`src/rtl/minbd_inject_stage.sv`:
```
// ---------------------------------------------------------------------------
// minbd_inject_stage
//   Router stage directly upstream of the 2x2 deflection arbiter. Each cycle it
//   ejects at most one locally-destined flit, reinjects a side-buffer flit into
//   a free lane, and injects a local flit into whatever lane is still free.
//   When local injection has been starved for STARVE_LIMIT cycles and both lanes
//   are occupied, one non-golden in-flight flit is redirected into the
//   side-buffer FIFO so the local flit can take its place.
//   Flit format: [10] golden, [9] valid, [8:6] port code, [5:0] payload.
//
// Ports
//   clk          in   rising-edge clock
//   rst          in   asynchronous reset, active-high
//   inp1, inp2   in   incoming flits, lanes 1 and 2
//   inj_valid    in   local flit offered
//   inj_flit     in   local flit {port code, payload}
//   inj_ready    out  combinational; local flit taken when inj_valid && inj_ready
//   out1, out2   out  registered lane flits to the arbiter
//   eject_valid  out  registered; eject_flit holds a flit
//   eject_flit   out  registered ejected flit (zero when eject_valid is low)
//   sb_count     out  side-buffer occupancy
// ---------------------------------------------------------------------------
module minbd_inject_stage #(
    parameter int         DEPTH        = 4,
    parameter logic [2:0] LOCAL_CODE   = 3'b000,
    parameter int         STARVE_LIMIT = 8
) (
    input  logic                         clk,
    input  logic                         rst,
    input  logic [10:0]                  inp1,
    input  logic [10:0]                  inp2,
    input  logic                         inj_valid,
    input  logic [8:0]                   inj_flit,
    output logic                         inj_ready,
    output logic [10:0]                  out1,
    output logic [10:0]                  out2,
    output logic                         eject_valid,
    output logic [10:0]                  eject_flit,
    output logic [$clog2(DEPTH+1)-1:0]   sb_count
);

    localparam int CNT_W = $clog2(DEPTH + 1);
    localparam int PTR_W = (DEPTH > 1) ? $clog2(DEPTH) : 1;
    localparam int ST_W  = $clog2(STARVE_LIMIT + 1);

    localparam logic [CNT_W-1:0] DEPTH_C = CNT_W'(DEPTH);
    localparam logic [ST_W-1:0]  LIMIT_C = ST_W'(STARVE_LIMIT);
    localparam logic [PTR_W-1:0] LAST_C  = PTR_W'(DEPTH - 1);

    // Side-buffer storage and state
    logic [10:0]      r_mem [DEPTH];
    logic [PTR_W-1:0] r_head;
    logic [PTR_W-1:0] r_tail;
    logic [CNT_W-1:0] r_count;
    logic [ST_W-1:0]  r_starve;

    // Registered outputs
    logic [10:0]      r_out1;
    logic [10:0]      r_out2;
    logic             r_eject_valid;
    logic [10:0]      r_eject_flit;

    // Per-cycle decisions
    logic             w_loc1, w_loc2;
    logic             w_ej1, w_ej2;
    logic             w_free1, w_free2;
    logic             w_avail1, w_avail2;
    logic [10:0]      w_lane1, w_lane2;
    logic [10:0]      w_eject_flit;
    logic [10:0]      w_inj;
    logic             w_pop, w_push, w_accept;
    logic [10:0]      w_push_data;

    function automatic logic [PTR_W-1:0] ptr_next(input logic [PTR_W-1:0] p);
        return (p == LAST_C) ? '0 : p + PTR_W'(1);
    endfunction

    assign w_loc1 = inp1[9] && (inp1[8:6] == LOCAL_CODE);
    assign w_loc2 = inp2[9] && (inp2[8:6] == LOCAL_CODE);
    assign w_inj  = {2'b01, inj_flit};

    // NOTE: every signal gets a default at the top of the block so no path
    // leaves one unassigned, which would otherwise infer a latch.
    always_comb begin
        // Eject: golden beats non-golden, lane 1 wins ties.
        w_ej1 = w_loc1 && (!w_loc2 || inp1[10] || !inp2[10]);
        w_ej2 = w_loc2 && !w_ej1;

        w_free1 = !inp1[9] || w_ej1;
        w_free2 = !inp2[9] || w_ej2;

        w_lane1 = w_free1 ? 11'h000 : inp1;
        w_lane2 = w_free2 ? 11'h000 : inp2;

        w_eject_flit = w_ej1 ? inp1 : (w_ej2 ? inp2 : 11'h000);

        w_avail1    = w_free1;
        w_avail2    = w_free2;
        w_pop       = 1'b0;
        w_push      = 1'b0;
        w_push_data = 11'h000;
        w_accept    = 1'b0;

        // Reinject the FIFO head into the lowest free lane.
        if (r_count != '0 && (w_free1 || w_free2)) begin
            w_pop = 1'b1;
            if (w_free1) begin
                w_lane1  = r_mem[r_head];
                w_avail1 = 1'b0;
            end else begin
                w_lane2  = r_mem[r_head];
                w_avail2 = 1'b0;
            end
        end

        if (inj_valid && !rst) begin
            if (w_avail1) begin
                w_lane1  = w_inj;
                w_accept = 1'b1;
            end else if (w_avail2) begin
                w_lane2  = w_inj;
                w_accept = 1'b1;
            end else if (!w_free1 && !w_free2 && r_starve == LIMIT_C &&
                         r_count < DEPTH_C && (!inp1[10] || !inp2[10])) begin
                // Both lanes hold through-traffic: displace a non-golden one
                // into the side buffer, lane 2 first.
                w_push   = 1'b1;
                w_accept = 1'b1;
                if (!inp2[10]) begin
                    w_push_data = inp2;
                    w_lane2     = w_inj;
                end else begin
                    w_push_data = inp1;
                    w_lane1     = w_inj;
                end
            end
        end
    end

    assign inj_ready = w_accept;

    // NOTE: sequential state uses non-blocking assignments so every register
    // samples the pre-edge values regardless of statement order.
    always_ff @(posedge clk or posedge rst) begin
        if (rst) begin
            r_out1        <= 11'h000;
            r_out2        <= 11'h000;
            r_eject_valid <= 1'b0;
            r_eject_flit  <= 11'h000;
            r_head        <= '0;
            r_tail        <= '0;
            r_count       <= '0;
            r_starve      <= '0;
        end else begin
            r_out1        <= w_lane1;
            r_out2        <= w_lane2;
            r_eject_valid <= w_ej1 || w_ej2;
            r_eject_flit  <= w_eject_flit;

            // Push and pop never coincide: pop needs a free lane, push needs none.
            if (w_push) begin
                r_tail  <= ptr_next(r_tail);
                r_count <= r_count + CNT_W'(1);
            end else if (w_pop) begin
                r_head  <= ptr_next(r_head);
                r_count <= r_count - CNT_W'(1);
            end

            if (w_accept) begin
                r_starve <= '0;
            end else if (inj_valid && r_starve != LIMIT_C) begin
                r_starve <= r_starve + ST_W'(1);
            end
        end
    end

    // NOTE: the storage array has no reset; entries are only read when
    // r_count says they were written, so stale contents are never observed.
    always_ff @(posedge clk) begin
        if (w_push) begin
            r_mem[r_tail] <= w_push_data;
        end
    end

    assign out1        = r_out1;
    assign out2        = r_out2;
    assign eject_valid = r_eject_valid;
    assign eject_flit  = r_eject_flit;
    assign sb_count    = r_count;

endmodule

```
`config.mk`:
```
export PLATFORM = sky130hd
export DESIGN_NAME = minbd_inject_stage
export DESIGN_NICKNAME = d
export VERILOG_FILES = /design/src/rtl/minbd_inject_stage.sv
export SDC_FILE = /design/constraint.sdc
export NUM_CORES = 1
export LEC_CHECK = 0
export CAP_MARGIN = 20
export CELL_PAD_IN_SITES_DETAIL_PLACEMENT = 1
export CELL_PAD_IN_SITES_GLOBAL_PLACEMENT = 2
export CORE_MARGIN = 2
export CORE_UTILIZATION = 35
export CTS_CLUSTER_SIZE = 10
export DETAILED_ROUTE_END_ITERATION = 10
export PLACE_DENSITY_LB_ADDON = 0.1
export RECOVER_POWER = 100
export REMOVE_ABC_BUFFERS = 1
export SLEW_MARGIN = 25
export SYNTH_ARGS = -nofsm -noshare
export SYNTH_HDL_FRONTEND = slang
export SYNTH_SLANG_ARGS = --single-unit
```
`constraint.sdc`:
```
create_clock -name clk -period 8.45 [get_ports clk]
set_input_delay 1.69 -clock clk [delete_from_list [all_inputs] [get_ports clk]]
set_output_delay 1.69 -clock clk [all_outputs]
set_load 0.01 [all_outputs]
```
After elaboration in Yosys (flattened, before gate mapping)
Memory sizes are Yosys's and may differ from the RTL's.
Cells that the tools add are included.
{"block": "word_totals", "ff_bits": 45, "ram_bits": 44, "inputBits": 34, "out_inout_bits": 38, "wordCells": 95, "mem_count": 1}
{"block": "classes", "add_sub_neg": 5, "order_cmp": 1, "eq_ne": 4, "n_mux": 42, "bitwise": 1, "n_reduce_logical": 33}
{"name": "r_mem", "words": 4, "word_bits": 11, "read_ports": 1, "rd_clocked_by_memory_dff": 0, "write_ports": 1, "line": "51", "text": "logic [10:0] r_mem [DEPTH];"}
{"cell": "$mux 11", "count": 23}
{"cell": "$mux 1", "count": 13}
{"cell": "$logic_and 1x1->1", "count": 11}
{"cell": "$logic_not 1->1", "count": 9}
{"cell": "$mux 4", "count": 2}
{"cell": "$logic_or 1x1->1", "count": 7}
{"cell": "$logic_not 3->1", "count": 2}
{"cell": "$mux 3", "count": 2}
{"cell": "$add 2x1->2 const B", "count": 2}
{"cell": "$add 4x1->4 const B", "count": 1}
{"cell": "$eq 2x2->1 const B", "count": 2}
{"cell": "$eq 4x4->1 const B", "count": 1}
{"cell": "$mux 2", "count": 2}
{"cell": "$ne 4x4->1 const B", "count": 1}
{"cell": "$reduce_bool 2->1", "count": 2}
{"cell": "$add 3x1->3 const B", "count": 1}
{"cell": "$lt 3x3->1 const B", "count": 1}
{"cell": "$reduce_bool 3->1", "count": 1}
{"cell": "$sub 3x1->3 const B", "count": 1}
{"cell": "$reduce_and 2->1", "count": 1}
{"cell": "$not 1->1", "count": 1}

Logic depth before layout (Yosys ltp)
Gate-level depths: netlist of the first run.
{"block": "depth", "word_depth": 20, "mapped_depth": 11, "depth_no_buf": 10}

Least setup slack after synthesis of the first run
No wires, ideal clock.
{"block": "synth_path", "kind": "input to output", "start": "input port rst", "end": "output port inj_ready", "arrival_time_ns": 3.644, "required_time_ns": 6.760, "path_slack_ns": 3.116, "stages": 5, "path_buffers": 1, "path_cell_list": "inv_1 > nand2_1 > clkbuf_1 > a21oi_1 > and2_1"}
{"block": "synth_via", "elab_chain_len": 3}
{"element": "start: declaration", "line": "29", "text": "input logic rst,"}
{"element": "$logic_not 1->1 (no source line)"}
{"element": "$logic_and 1x1->1", "line": "116", "text": "if (inj_valid && !rst) begin"}
{"element": "$mux 1", "line": "116"}
{"element": "end: declaration", "line": "34", "text": "output logic inj_ready,"}
Every way passes these cells.

Worst setup path in the final report of the first run
{"block": "layout_path", "start": "input port inp2[9]", "end": "output port inj_ready"}
{"block": "layout_via", "elab_chain_len": 17, "word_cells_on_any_way": 25, "classes_between": "mux: 7; reduce/logical: 18"}
{"element": "start: declaration", "line": "31", "text": "input logic [10:0] inp2,"}
{"element": "$logic_and 1x1->1", "line": "79", "text": "assign w_loc2 = inp2[9] && (inp2[8:6] == LOCAL_CODE);"}
{"element": "$logic_not 1->1", "line": "86", "text": "w_ej1 = w_loc1 && (!w_loc2 || inp1[10] || !inp2[10]);"}
{"element": "$logic_or 1x1->1 (2 in a row)", "line": "86"}
{"element": "$logic_and 1x1->1", "line": "86"}
{"element": "$logic_not 1->1", "line": "87", "text": "w_ej2 = w_loc2 && !w_ej1;"}
{"element": "$logic_and 1x1->1", "line": "87"}
{"element": "$logic_or 1x1->1", "line": "90", "text": "w_free2 = !inp2[9] || w_ej2;"}
{"element": "$logic_not 1->1", "line": "123", "text": "end else if (!w_free1 && !w_free2 && r_starve == LIMIT_C &&"}
{"element": "$logic_and 1x1->1 (3 in a row)", "line": "123"}
{"element": "$logic_and 1x1->1", "line": "124", "text": "r_count < DEPTH_C && (!inp1[10] || !inp2[10])) begin"}
{"element": "$mux 1", "line": "123"}
{"element": "$mux 1", "line": "120", "text": "end else if (w_avail2) begin"}
{"element": "$mux 1 *", "line": "117", "text": "if (w_avail1) begin"}
{"element": "$mux 1 *", "line": "116"}
Mark *: on every way between the ends. The rest lies on a longest branch, timed or not.

==> results of run 1 <==
-- flip-flops by register name (all words and copies together) (netlist names) --
signal / flops
r_mem: 44
eject_flit: 11
out1: 11
out2: 11
r_starve: 4
sb_count: 3
r_head: 2
r_tail: 2
eject_valid: 1
-- stage by stage --
| stage | worst slack (ps) | power (W) | hold WS (ps) |
|---|---|---|---|
| finish | 1110 | 0.00121 | 547 |
| global route | 855 | 0.00127 | 573 |
| CTS | 1610 | 0.00123 | 565 |
| detailed placement | 1640 | 0.000825 | 557 |
| global placement | 1760 | 0.000818 | 544 |
| floorplan | 3010 | 0.000701 | 547 |
-- final cells by class --
cell class	count	area [µm²]
fill	1146	5810
clock inverter	6	73.8
multi-input combinational	194	1450
tap	140	175
clock buffer	9	225
sequential	89	2450
timing repair buffer	74	729
inverter	6	22.5
-- path summary, 6_finish.rpt --
| path | cells past startpoint | start | endpoint | slack [ps] |
|---|---|---|---|---|
| hold reg to reg | 1 | sb_count[0] | sb_count[0] | 550 |
| min in group asynchronous | 3 | rst | r_starve[3] | 1970 |
| setup / recovery | 7 | inp2[9] | inj_ready | 1110 |
| max in group asynchronous | 3 | rst | out2[0] | 6070 |
| setup reg to reg | 7 | r_starve[0] | r_mem[3][0] | 5140 |
| hold / removal | 1 | sb_count[0] | sb_count[0] | 550 |
-- per-layer routing --
metal / track usage / vias to the layer above / routed length, µm
met3: 0.0324 / 9 / 380
met1: 0.257 / 1374 / 5050
met4: 0.0592 / 0 / 138
met2: 0.271 / 77 / 4730
li1: - / 1274 / -
met5: 0 / - / 0
-- power groups by stage --
stage | sequential (W) | combinational (W) | clock (W)
3_3_place_gp | 0.000557 | 0.000261 | 0
5_1_grt | 0.000557 | 0.000284 | 0.000433
2_1_floorplan | 0.000553 | 0.000147 | 0
3_5_place_dp | 0.000560 | 0.000265 | 0
6_report | 0.000546 | 0.000255 | 0.000408
4_1_cts | 0.000550 | 0.000267 | 0.000417
-- cells by family after synthesis --
logic type               synth area share
AO/OA/AOI/OAI                       0.117
XOR/XNOR                           0.0132
adder cells (fa/ha/maj)            0.0252
multiplexers                       0.0990
other                            0.000945
buffers and inverters              0.0192
flip-flops                          0.617
AND/OR/NAND/NOR                     0.109
-- cells in the mapped netlist (2+ instances only) --
master,number,area (µm²)
mux4_2,11,248
edfxtp_1,44,1320
ha_1,8,100
and2_1,5,31.3
clkbuf_1,8,30.0
nand2_1,34,128
nand3_1,8,40.0
xor2_1,2,17.5
a22o_1,11,96.3
mux2_2,11,124
buf_2,4,20.0
xnor2_1,4,35.0
o21ai_0,15,75.1
dfrtp_1,45,1130
nor2_1,7,26.3
o211ai_1,2,15.0
nor3_1,13,65.1
inv_1,6,22.5
a22oi_1,19,143
nand3b_1,2,15.0
nor2b_1,2,12.5
a21oi_1,10,50.1
nand4_1,2,12.5
or4b_1,2,20.0
-- worst max-delay path: stages --
cell and delay (ps):
dlygate4sd3_1 780, or4b_1 630, o21ai_0 1090, nor3_1 130, o21ai_0 540, and2_0 230, clkdlybuf4s50_1 540
==> summary.txt, run 1 <==
Drt
  • Drt pass-1 iters: 4
  • Vias/cell: 5.28
  • Initial drt markers: roughly 90
  • DRC violation count after routing: 0
  • Vias post-DR: about 2,700
  • Detail Route Antenna Nets: 0
  • Final wirelength: 10.3 mm
  • Wire length per cell: 19.9 µm

Timing
  • Setup TNS: 0 ps
  • Slew @ Worst Pin: 1340 ps
  • Normalized max-slew margin: 0.0985
  • Final Hold Fails: 0
  • RSZ-0062 raised after global routing: no
  • F_max: 136 MHz
  • Post-layout min period: roughly 7300 ps
  • Setup violations, final: 0
  • Final slew viol count: 0
  • Final Cycle Share: 0.869
  • Fin Clk Skew: 6.54 ps

Synth
  • #FFs+latches synth: 89
  • Asr flop ratio synth: 0.506
  • Syn avg cell area: around 13 µm²
  • Post-synthesis instance total: 296
  • Synth warn: 0
  • Syn Std Cell Area: 3970 µm²
  • Ys flop type: dfrtp_1
  • Post-synthesis sequential area ratio: 0.617
  • EDFF count, synth: 44
  • Unique masters post-synth: 45

Global route
  • GR Util All Layers: 0.178
  • Vias in the first global route: approximately 2,900
  • Total gr overflow: 0
  • Initial antenna violation count: 0
  • Largest net degree at the start of global routing: 47
  • First-pass GRT wire length: 16.8 mm

Power
  • Internal power: 0.000858 W
  • Pleak: 1.90 nW
  • P_sw: between 0.0003 and 0.0004 W
  • Worst ir drop on vdd: between 0.1 and 0.15 mV
  • Switching share of total power: 0.290
  • Combinational power share: 0.211
  • Clk pwr share: 0.337
  • Cell area power density: about 240 nW/µm²
  • Part of the power in registers: 0.452

Die
  • Initial core utilization: 0.363
  • Die area: 12,200 µm²
  • Row count: 38
  • Die Y: 110 µm
  • # IOs: between 70 and 80
  • Die W: ~110 µm
  • Core area: 10,900 µm²

Clocking
  • Number of buffers created by CTS: 9
  • # hold bufs at CTS: 0
  • Worst skew pair latency: about 340 ps
  • Clock Path Buffers: 2
  • Clk slew on worst S/H paths: 60 ps
  • Clock Sinks: 89
  • Post-CTS setup buffers: 0
  • CTS H-tree lvls: 3
  • # resized after CTS: 0
  • Clock Tree Root: clkbuf_16
  • CTS tree: built

Placed design
  • Final Wtd Congestion: 0.771
  • Port bufs: approximately 70
  • Post-Place Cells: 503
  • DP Area: 4850 µm²
  • DP Wirelength: 7.44 mm

Final layout
  • ANT cells: 0
  • Final instance area: 5130 µm²
  • Leading cell type in the layout, fill and taps excluded: dfrtp_1
  • Most frequent cells in the layout: dfrtp_1 (45), edfxtp_1 (44), dlygate4sd3_1 (40), nand2_1 (34), clkdlybuf4s50_1 (31)
  • Final #Nets: 416
  • Layout cells sized above 1: 0.122
  • Final core occ: 0.469
  • Area delta synth->final: 29.2%
  • Fin cells: 518

Setup path
  • Critical Path Source Type: primary input
  • Crit Path Max Fanout: 11
  • Worst setup path category: in -> out
  • WP data required: 6760 ps
  • CP Capture Type: output pin
  • Crit path DAT: ~5700 ps

Flow run
  • Maxcap violations: 0

Worst hold path
  • Min-delay worst type: reg -> reg

Status
  • Status: finished clean
Note: power is estimated with default switching activity, not from simulation.
==> inputs of run 2 (changes only) <==
Settings changed: SKIP_CTS_REPAIR_TIMING set to 1.
==> results of run 2 <==
Final layout, timing and power as in run 1 (identical DEF).
